$ cat src/rtl/sm_step_conditioner.sv
// Conditions a raw step train for an external stepper driver: pulse/DIR timing,
// debounced limit blocking, one-deep request buffering and absolute position.

module sm_step_conditioner #(
    parameter int T_HIGH_MIN  = 100,
    parameter int T_LOW_MIN   = 100,
    parameter int T_DIR_SETUP = 250,
    parameter int T_DIR_HOLD  = 250,
    parameter int DEB_LEN     = 16,
    parameter int POS_W       = 32
) (
    input  logic             clk,
    input  logic             rst,
    input  logic             step_in,
    input  logic             dir_in,
    input  logic             drv_en,
    input  logic             lim_fwd,
    input  logic             lim_rev,
    input  logic             pos_clr,
    input  logic             fault_clr,
    output logic             step_out,
    output logic             dir_out,
    output logic             en_out,
    output logic [POS_W-1:0] position,
    output logic             step_drop,
    output logic             lim_fault,
    output logic             busy
);

    localparam int T_LOW      = (T_LOW_MIN > T_DIR_HOLD) ? T_LOW_MIN : T_DIR_HOLD;
    localparam int T_MAX0     = (T_HIGH_MIN > T_LOW) ? T_HIGH_MIN : T_LOW;
    localparam int T_MAX      = (T_DIR_SETUP > T_MAX0) ? T_DIR_SETUP : T_MAX0;
    localparam int CNT_W      = $clog2(T_MAX + 1);
    localparam int SETUP_LAST = (T_DIR_SETUP > 1) ? T_DIR_SETUP - 2 : 0;
    localparam int DEB_W      = $clog2(DEB_LEN + 1);

    typedef enum logic [1:0] {IDLE, SETUP, HIGH, LOW} state_t;

    state_t           state, next_state;
    logic             step_in_q, req_r, req_dir;
    logic             pending, pend_dir;
    logic             take_dir, blocked;
    logic [CNT_W-1:0] cnt;
    logic [1:0]       lim_meta, lim_sync, lim_deb;
    logic [DEB_W-1:0] deb_cnt [2];

    // Bit 0 is the forward switch, bit 1 the reverse switch.
    always_ff @(posedge clk) begin
        if (rst) begin
            lim_meta <= '0;
            lim_sync <= '0;
            lim_deb  <= '0;
            for (int i = 0; i < 2; i++) deb_cnt[i] <= '0;
        end else begin
            lim_meta <= {lim_rev, lim_fwd};
            lim_sync <= lim_meta;
            for (int i = 0; i < 2; i++) begin
                if (lim_sync[i] == lim_deb[i]) begin
                    deb_cnt[i] <= '0;
                end else if (deb_cnt[i] == DEB_W'(DEB_LEN - 1)) begin
                    lim_deb[i] <= lim_sync[i];
                    deb_cnt[i] <= '0;
                end else begin
                    deb_cnt[i] <= deb_cnt[i] + DEB_W'(1);
                end
            end
        end
    end

    always_ff @(posedge clk) begin
        if (rst) state <= IDLE;
        else     state <= next_state;
    end

    // step_out trails the state by one register, so SETUP is one cycle short
    // to keep exactly T_DIR_SETUP cycles between a DIR change and STEP rising.
    always_comb begin
        next_state = state;
        blocked    = 1'b0;
        take_dir   = pending ? pend_dir : req_dir;
        unique case (state)
            IDLE: begin
                if (pending || req_r) begin
                    if (take_dir ? lim_deb[0] : lim_deb[1]) blocked = 1'b1;
                    else if (take_dir != dir_out)             next_state = SETUP;
                    else                                      next_state = HIGH;
                end
            end
            SETUP: if (cnt == CNT_W'(SETUP_LAST))     next_state = HIGH;
            HIGH:  if (cnt == CNT_W'(T_HIGH_MIN - 1)) next_state = LOW;
            LOW:   if (cnt == CNT_W'(T_LOW - 1))      next_state = IDLE;
            default: next_state = IDLE;
        endcase
        if (!drv_en) begin
            next_state = IDLE;
            blocked    = 1'b0;
        end
    end

    always_ff @(posedge clk) begin
        if (rst) begin
            step_in_q <= 1'b0;
            req_r     <= 1'b0;
            req_dir   <= 1'b0;
            pending   <= 1'b0;
            pend_dir  <= 1'b0;
            cnt       <= '0;
            step_out  <= 1'b0;
            dir_out   <= 1'b0;
            en_out    <= 1'b0;
            position  <= '0;
            step_drop <= 1'b0;
            lim_fault <= 1'b0;
        end else begin
            step_in_q <= step_in;
            req_r     <= step_in & ~step_in_q & drv_en;
            req_dir   <= dir_in;
            en_out    <= drv_en;
            step_out  <= (state == HIGH) && drv_en;
            step_drop <= 1'b0;

            if (next_state != state || state == IDLE) cnt <= '0;
            else                                      cnt <= cnt + CNT_W'(1);

            // In IDLE a buffered request is served first; a simultaneous new one takes its slot.
            if (!drv_en) begin
                pending <= 1'b0;
            end else if (state == IDLE) begin
                if (req_r && pending) pend_dir <= req_dir;
                else                  pending  <= 1'b0;
            end else if (req_r) begin
                if (pending) begin
                    step_drop <= 1'b1;
                end else begin
                    pending  <= 1'b1;
                    pend_dir <= req_dir;
                end
            end

            if (state == IDLE && next_state == SETUP) dir_out <= take_dir;

            if (pos_clr)
                position <= '0;
            else if (state != HIGH && next_state == HIGH)
                position <= dir_out ? position + POS_W'(1) : position - POS_W'(1);

            if (blocked)        lim_fault <= 1'b1;
            else if (fault_clr) lim_fault <= 1'b0;
        end
    end

    assign busy = (state != IDLE) || pending;

endmodule
$ cat config.mk
export PLATFORM = sky130hd
export DESIGN_NAME = sm_step_conditioner
export DESIGN_NICKNAME = d
export VERILOG_FILES = /design/src/rtl/sm_step_conditioner.sv
export SDC_FILE = /design/constraint.sdc
export NUM_CORES = 1
export LEC_CHECK = 0
export BUFFER_PORTS_ARGS = -buffer_cell sky130_fd_sc_hd__buf_4
export CAP_MARGIN = 20
export CORE_UTILIZATION = 40
export CTS_BUF_LIST = sky130_fd_sc_hd__clkbuf_8
export DETAILED_ROUTE_END_ITERATION = 8
export GPL_TIMING_DRIVEN = 0
export PLACE_DENSITY_LB_ADDON = 0.15
export SYNTH_ARGS = -nofsm -noshare
export SYNTH_HDL_FRONTEND = slang
export SYNTH_SLANG_ARGS = --single-unit
$ cat constraint.sdc
create_clock -name clk -period 4.8 [get_ports clk]
set_input_delay 0 -clock clk [delete_from_list [all_inputs] [get_ports clk]]
set_output_delay 0 -clock clk [all_outputs]
set_load 0.01 [all_outputs]
Word level (Yosys, flattened, before mapping)
Memories as Yosys holds them, arrays and structs flattened.
Cells that the tools add are included.
{ "totals": {"ff_bits": 58, "ramBits": 10, "in_bits": 9, "output_inout_bits": 38, "wordCells": 126, "n_memories": 1} }
{ "op_classes": {"n_addsub": 5, "n_eq_ne": 17, "mux": 54, "bitwise": 13, "reduce_logical": 19} }
{ "memory_table": {"columns": ["memory", "words", "word_bits", "read_ports", "rd_ports_with_merged_regs", "wr", "line", "text"], "rows": [
  ["deb_cnt", 2, 5, 2, 0, 2, "45", "logic [DEB_W-1:0] deb_cnt [2];"]
]} }
{ "ops": {"columns": ["op", "count"], "rows": [
  ["2-to-1 mux 1 bit", 39],
  ["adder 32 x 1 -> 32 bit, second input constant", 1],
  ["2-to-1 mux 32 bit", 1],
  ["subtractor 32 x 1 -> 32 bit, second input constant", 1],
  ["2-to-1 mux 5 bit", 6],
  ["== test 8 bit, second input constant", 2],
  ["2-to-1 mux 2 bit", 7],
  ["adder 5 x 1 -> 5 bit, second input constant", 2],
  ["== test 5 x 4 -> 1 bit, second input constant", 2],
  ["adder 8 x 1 -> 8 bit, second input constant", 1],
  ["== test 8 x 7 -> 1 bit, second input constant", 1],
  ["one-hot mux 2 bit (4 select lines)", 1],
  ["== test 2 bit, second input constant", 3],
  ["bitwise OR 1 bit", 6],
  ["AND reduction 2 bit", 3],
  ["nonzero test 2 bit", 3],
  ["OR reduction 2 bit", 3],
  ["inverter 1 bit", 5],
  ["== test 2 x 1 -> 1 bit, second input constant", 2],
  ["logical AND 1 bit", 4],
  ["!= test 2 bit, second input constant", 2],
  ["OR reduction 4 bit", 1],
  ["logical OR 1 bit", 3],
  ["AND reduction 3 bit", 1],
  ["6 further kinds", 8]
]} }

Logic depth before layout (Yosys ltp)
Gate-level depths: netlist (run 1).
{ "logic_depth": {"ltp_word": 10, "mapped_depth": 12} }

Worst setup path after synthesis (run 1)
Ideal clock, no wire load.
{ "synth_path": {"path_type": "reg-to-reg", "startpoint": "reg dir_out", "endpoint": "reg position[27]", "setup_time_ns": 0.120, "arrival_time_ns": 3.089, "required_ns": 4.680, "path_slack_ns": 1.590, "path_stages_with_launch": 12, "path_buffers": 0, "path_cell_list": "dfxtp_1 -> inv_1 -> ha_1 -> a21o_1 -> a221o_1 -> nor2_1 -> a211oi_2 -> o21ba_1 -> o311ai_0 -> nor2b_1 -> or4_1 -> nand3_1"} }
{ "synth_between": {"elab_chain_len": 8, "word_cells_on_any_way": 9} }
{ "synth_rtl": {"columns": ["element", "line", "text"], "rows": [
  ["from (decl)", "22", "output logic dir_out,"],
  ["from (signal assigned)", "140", "if (state == IDLE && next_state == SETUP) dir_out <= take_dir;"],
  ["!= test 1 bit", "85", "else if (take_dir != dir_out) next_state = SETUP;"],
  ["2-to-1 mux 2 bit", "85", null],
  ["2-to-1 mux 2 bit", "84", "if (take_dir ? lim_deb[0] : lim_deb[1]) blocked = 1'b1;"],
  ["2-to-1 mux 2 bit", "83", "if (pending || req_r) begin"],
  ["one-hot mux 2 bit (4 select lines)", "81", "unique case (state)"],
  ["2-to-1 mux 2 bit", "94", "if (!drv_en) begin"],
  ["== test 2 bit", "144", "else if (state != HIGH && next_state == HIGH)"],
  ["logical AND 1 bit", "144", null],
  ["to (signal assigned)", "145", "position <= dir_out ? position + POS_W'(1) : position - POS_W'(1);"],
  ["to (decl)", "24", "output logic [POS_W-1:0] position,"]
]} }
Parallel ways exist; a longest one is shown, timed or not.
A chain may end at the register's enable or synchronous reset.

Worst setup path after layout (run 1)
Same ends and word-level chain as after synthesis.

==> impl_metrics.toml, run 1 <==
[cells_and_area]
nets = 650
antenna_cells = 0
areaGrowthSynthToFinish_pct = 18.8
drive_gt1_frac = 0.138
final_cell_mix = "nand2_1 (61), dfxtp_1 (58), nor2_1 (51), a21oi_1 (48), buf_4 (45)"
final_core_util = 0.487
n_fill_cell = 1105
register_area_mm2 = 0.00146
fin_area_mm2 = 0.00528
stdcell_count = 748
mostFrequentLayoutCell = "nand2_1"
multi_input_area_mm2 = 0.00284

[timing]
finalSetupTns_ns = 0
hold_viol = 0
slew_viol_final = 0
worst_pin_slew_ns = 0.592
post-route-period-util = 0.756
period_minus_slack_ns = 3.63
fin_skew_ns = 0.00964
setup-violations-final = 0
fmax_mhz = 276
slew-limit-headroom = 0.605
rsz0062_at_grt = "false"

[routing]
vias_per_cell = 5.36
vias = 4007
drt_first_iter_violations = 196
drc_errors = 0
dr.pass1.iters = 4
drtAntennaViolNets = 0
totalWireLength_um = 10500
wl_per_cell_um = 14.1

[synth]
yosys_most_used_dff = "dfxtp_1"
synth-seq-cells = 68
yosysTopAreaCellShare = 0.261
postSynthAreaPerCell_um2 = 8.38
synth_edf_count = 10
seq_area_frac_synth = 0.329
synthArstFlopShare = 0
synth_top_area_cell = "dfxtp_1"
yosysWarnings = 0
netlist_area_mm2 = 0.00444
synth_cells = 530
synth_cell_type_count = 67
synth_area_leaders = "dfxtp_1 (26%), ha_1 (10%), edfxtp_1 (6.8%)"

[cts]
ctsResizeCount = 0
clkTransAtPathRegs_ns = 0.08
cts-root-buf = "clkbuf_8"
clkLatencyLatePin_ns = 0.35
cts_setup_buffers = 0
cts.path.max_buffers = 2
tritoncts = "built"
numCtsBuffers = 9
clkSinkCount = 68
htree_levels = 3

[worst_setup_path]
crit_type = "register to register"
arrival_ns = 3.88
cpPeakStageDelay_ns = 0.50
cpMaxStageDelayCell = "o311ai_0"
startpoint_type = "register"
path_buf_inv = 2
cp_cell_sequence = "inv_1 -> buf_16 -> ha_1 -> a211oi_1 -> nor4_1 -> nor2_1 -> a211oi_2 -> o21ba_1 -> o311ai_0 -> nor2b_1 -> or4_1 -> nand3_1"
crit_required_ns = 5.05
cpLargestDelayFamily = "compound AO/OA/AOI/OAI gates"
critPathCaptureType = "register"
cp_max_fo = 21

[power_and_ir_drop]
power.total_mw = 1.32
p_leak_nw = 2.25
ir_worst_vdd_uv = 163
powerDensity_mw_per_mm2 = 250

[global_route]
grt_antenna_before_repair = 0
grt_max_degree = 22
grt_overflow_total = 0
grt_first_pass_wirelength_um = 17000
grt_pass1_vias = 3655
globalRouteTotalUtil = 0.187

[die]
core-area_mm2 = 0.0108
placementRows = 38
dieArea_mm2 = 0.0115
initial_core_util = 0.410
die_w_um = 107
io_pins = 47
die_h_um = 107

[worst_hold_path]
min_path_type = "primary input to register"

[placed_design]
gp_congestion = 0.828
io_buffers = 45
dpl.cell_count = 725
dpl_cell_area_mm2 = 0.00502
place_hpwl_um = 7640

[run]
drv_cap = 0

[outcome]
status = "completed"
-- synthesized netlist by cell type, types with 11 or more instances --
cell / instances
inv_1: 15
nand2_1: 61
dfxtp_1: 58
ha_1: 37
a21o_1: 17
nor2_1: 51
o21ai_0: 17
xor2_1: 11
a21oi_1: 48
xnor2_1: 20
nor2b_1: 12
nand3_1: 24
-- power by group --
| part | switching (mW) | total, mW | internal, mW |
|---|---|---|---|
| sequential | 0.00877 | 0.597 | 0.589 |
| combinational | 0.138 | 0.249 | 0.111 |
| clock | 0.235 | 0.473 | 0.238 |
-- what timing repair did --
action                                  in CTS  in global routing
hold buffers                                 7                  0
endpoints found under the setup margin       0                  0
hold endpoints to repair                     9                  0
-- per-layer routing --
layer / global-route usage / vias to the layer above / share of wire
met4: 0.0705 / 0 / 0.016
met5: 0 / - / 0
met1: 0.244 / 1862 / 0.50
met2: 0.304 / 73 / 0.45
met3: 0.0393 / 14 / 0.041
li1: - / 2058 / -
-- cell type report --
class	instances	share of cell area
buffer	18	0.0216
clock buffer	9	0.0235
sequential	68	0.277
clock inverter	7	0.0130
multi-input combinational	438	0.539
inverter	15	0.0107
timing repair buffer	53	0.0825
tap	140	0.0332
-- worst reg2reg max path, delay by kind of cell, from the launching register on --
family	cells	cell delay (ns)
flops	1	0.49
simple gates	5	0.76
fa+ha+maj	1	0.32
compound gates	4	1.31
buf+inv	2	0.63
-- registers in the layout (all words and copies together), names as in the netlist --
register	count
en_out	1
lim_fault	1
deb_cnt	10
position	32
cnt	8
req_r	1
lim_meta	2
lim_deb	2
dir_out	1
state	2
pending	1
lim_sync	2
step_drop	1
pend_dir	1
req_dir	1
step_in_q	1
step_out	1
-- kinds of logic after synthesis --
| group | share of synthesized area |
|---|---|
| other | 0.000844 |
| xor gates and xnor gates | 0.0611 |
| adders and majority gates | 0.109 |
| DFF | 0.329 |
| buffers and inverters | 0.0383 |
| and+or+nand+nor | 0.242 |
| muxes | 0.0172 |
| AOI/OAI and AO/OA | 0.203 |
-- path summary, 6_finish.rpt --
| path | cells after the start | to | startpoint | slack, ns |
|---|---|---|---|---|
| setup / recovery | 12 | position[27] | dir_out | 1.17 |
| setup reg to reg | 12 | position[27] | dir_out | 1.17 |
| hold / removal | 2 | lim_sync[1] | rst | 0.07 |
| hold reg to reg | 1 | req_r | step_in_q | 0.39 |
-- per-stage QoR --
step           hold WS [ns]  setup slack (ns)
5_1_grt               0.107             0.872
2_1_floorplan         0.128              1.59
6_report             0.0674              1.17
3_3_place_gp          0.211             0.860
3_5_place_dp          0.217              1.21
4_1_cts              0.0807              1.17
Power figures use the tool's default switching activity.
==> run 2, diff against run 1 <==
- clock period: 4.8 -> 3.04 ns (I/O delays scaled with it)
==> impl_metrics.toml, run 2 (synthesis results as in run 1) <==
[cells_and_area]
largest_reg_flops = 32
n_fill_cell = 1073
register_area_mm2 = 0.00147
mostFrequentLayoutCell = "nand2_1"
fin_area_mm2 = 0.00556
largest_register = "position"
largestRegisters = "position (32), deb_cnt (10), cnt (8)"
nets = 656
areaGrowthSynthToFinish_pct = 25.3
drive_gt1_frac = 0.189
antenna_cells = 0
final_cell_mix = "nand2_1 (61), dfxtp_1 (57), nor2_1 (51), buf_4 (51), a21oi_1 (46)"
multi_input_area_mm2 = 0.00306

[worst_setup_path]
crit_type = "register to register"
startpoint_type = "register"
arrival_ns = 3.21
crit_required_ns = 3.32
cp_max_fo = 21
critPathCaptureType = "register"

[global_route]
grt_overflow_total = 0
grt_first_pass_wirelength_um = 17600
grt_max_degree = 22
grt_pass1_vias = 3697
globalRouteTotalUtil = 0.194
grt_antenna_before_repair = 0

[die]
die_h_um = 107
initial_core_util = 0.410
dieArea_mm2 = 0.0115
placementRows = 38
die_w_um = 107
core-area_mm2 = 0.0108
io_pins = 47

[timing]
slew-limit-headroom = 0.603
period_minus_slack_ns = 2.92
fmax_mhz = 342
slew_viol_final = 0
fin_skew_ns = 0.0145
timing.final.ws_setup_ns = 0.118
worst_pin_slew_ns = 0.595
setup-violations-final = 0
post-route-period-util = 0.961
hold_ws_ns = 0.0831
finalSetupTns_ns = 0
rsz0062_at_grt = "true"
hold_viol = 0

[run]
drv_cap = 0

[routing]
drc_errors = 0
vias = 4023
totalWireLength_um = 10800
drt_first_iter_violations = 142
vias_per_cell = 5.34
dr.pass1.iters = 4
wl_per_cell_um = 14.4
drtAntennaViolNets = 0

[power_and_ir_drop]
power.total_mw = 2.19
p_leak_nw = 2.31
ir_worst_vdd_uv = 175
powerDensity_mw_per_mm2 = 393

[worst_hold_path]
min_path_type = "primary input to register"

[placed_design]
dpl_cell_area_mm2 = 0.00502
io_buffers = 45
gp_congestion = 0.841
place_ws_ns = -0.548
place_hpwl_um = 7830

[cts]
cts-root-buf = "clkbuf_8"
numCtsBuffers = 9
cts.path.max_buffers = 2
clkSinkCount = 68
clkLatencyLatePin_ns = 0.36
clkTransAtPathRegs_ns = 0.09
tritoncts = "built"
htree_levels = 3

[outcome]
status = "completed"
-- run 2: changes by cell type in the layout (fill, tap and decap cells not counted), moves of 2 or more --
cell / change
ha_1: -13
a21oi_2: +2
ha_4: +13
buf_4: +6
inv_6: +2
clkinv_2: -2
a21oi_1: -2
inv_1: -2
o21ai_0: -3
o21ai_2: +2
-- run 2: layer usage --
metal | vias to the layer above | GRT usage | routed length (um)
li1 | 2069 | - | -
met5 | - | 0 | 0
met3 | 8 | 0.0339 | 388
met2 | 70 | 0.312 | 5030
met4 | 0 | 0.0616 | 84
met1 | 1876 | 0.262 | 5330
-- run 2: path summary, 6_finish.rpt --
kind,start,endpoint,slack [ns],cells after the start
setup / recovery,dir_out,position[28],0.12,12
hold reg to reg,step_in_q,req_r,0.40,1
hold / removal,rst,req_dir,0.08,2
setup reg to reg,dir_out,position[28],0.12,12
-- run 2: stage by stage --
step | utilization | std cells
2_1_floorplan | - | 539
5_1_grt | 0.513 | 754
6_report | 0.513 | 754
3_3_place_gp | 0.460 | 724
3_5_place_dp | 0.463 | 725
4_1_cts | 0.494 | 751
-- run 2: where the power goes --
group | switching, mW | leakage [nW] | total (mW) | internal, mW
registers | 0.0150 | 0.573 | 0.943 | 0.929
logic | 0.231 | 1.63 | 0.439 | 0.208
clock network | 0.411 | 0.102 | 0.804 | 0.393
-- run 2: timing repair --
item	in CTS	in global routing
hold buffers	7	0
resized for setup	12	28
pin swaps	2	7
buffers inserted	3	3
hold endpoints to repair	8	0
setup endpoints to repair	20	13
-- run 2: area by class of cell --
type,instances,share of cell area
multi-input cells,438,0.550
flip-flops and latches,68,0.263
repair buffers,59,0.0864
well taps,140,0.0315
clock buffers,9,0.0223
plain buffers,18,0.0209
clock inverters,7,0.0151
inverters,15,0.0108
-- run 2: critical path, cell delays in order, from the launching register on --
cell,delay (ns)
dfxtp_4,0.38
clkinvlp_4,0.12
buf_16,0.21
fa_1,0.48
a21oi_2,0.20
o22ai_2,0.13
a31oi_2,0.25
o211ai_2,0.13
a21oi_2,0.20
nand2b_1,0.13
a21oi_1,0.08
or3_1,0.35
a31oi_1,0.17
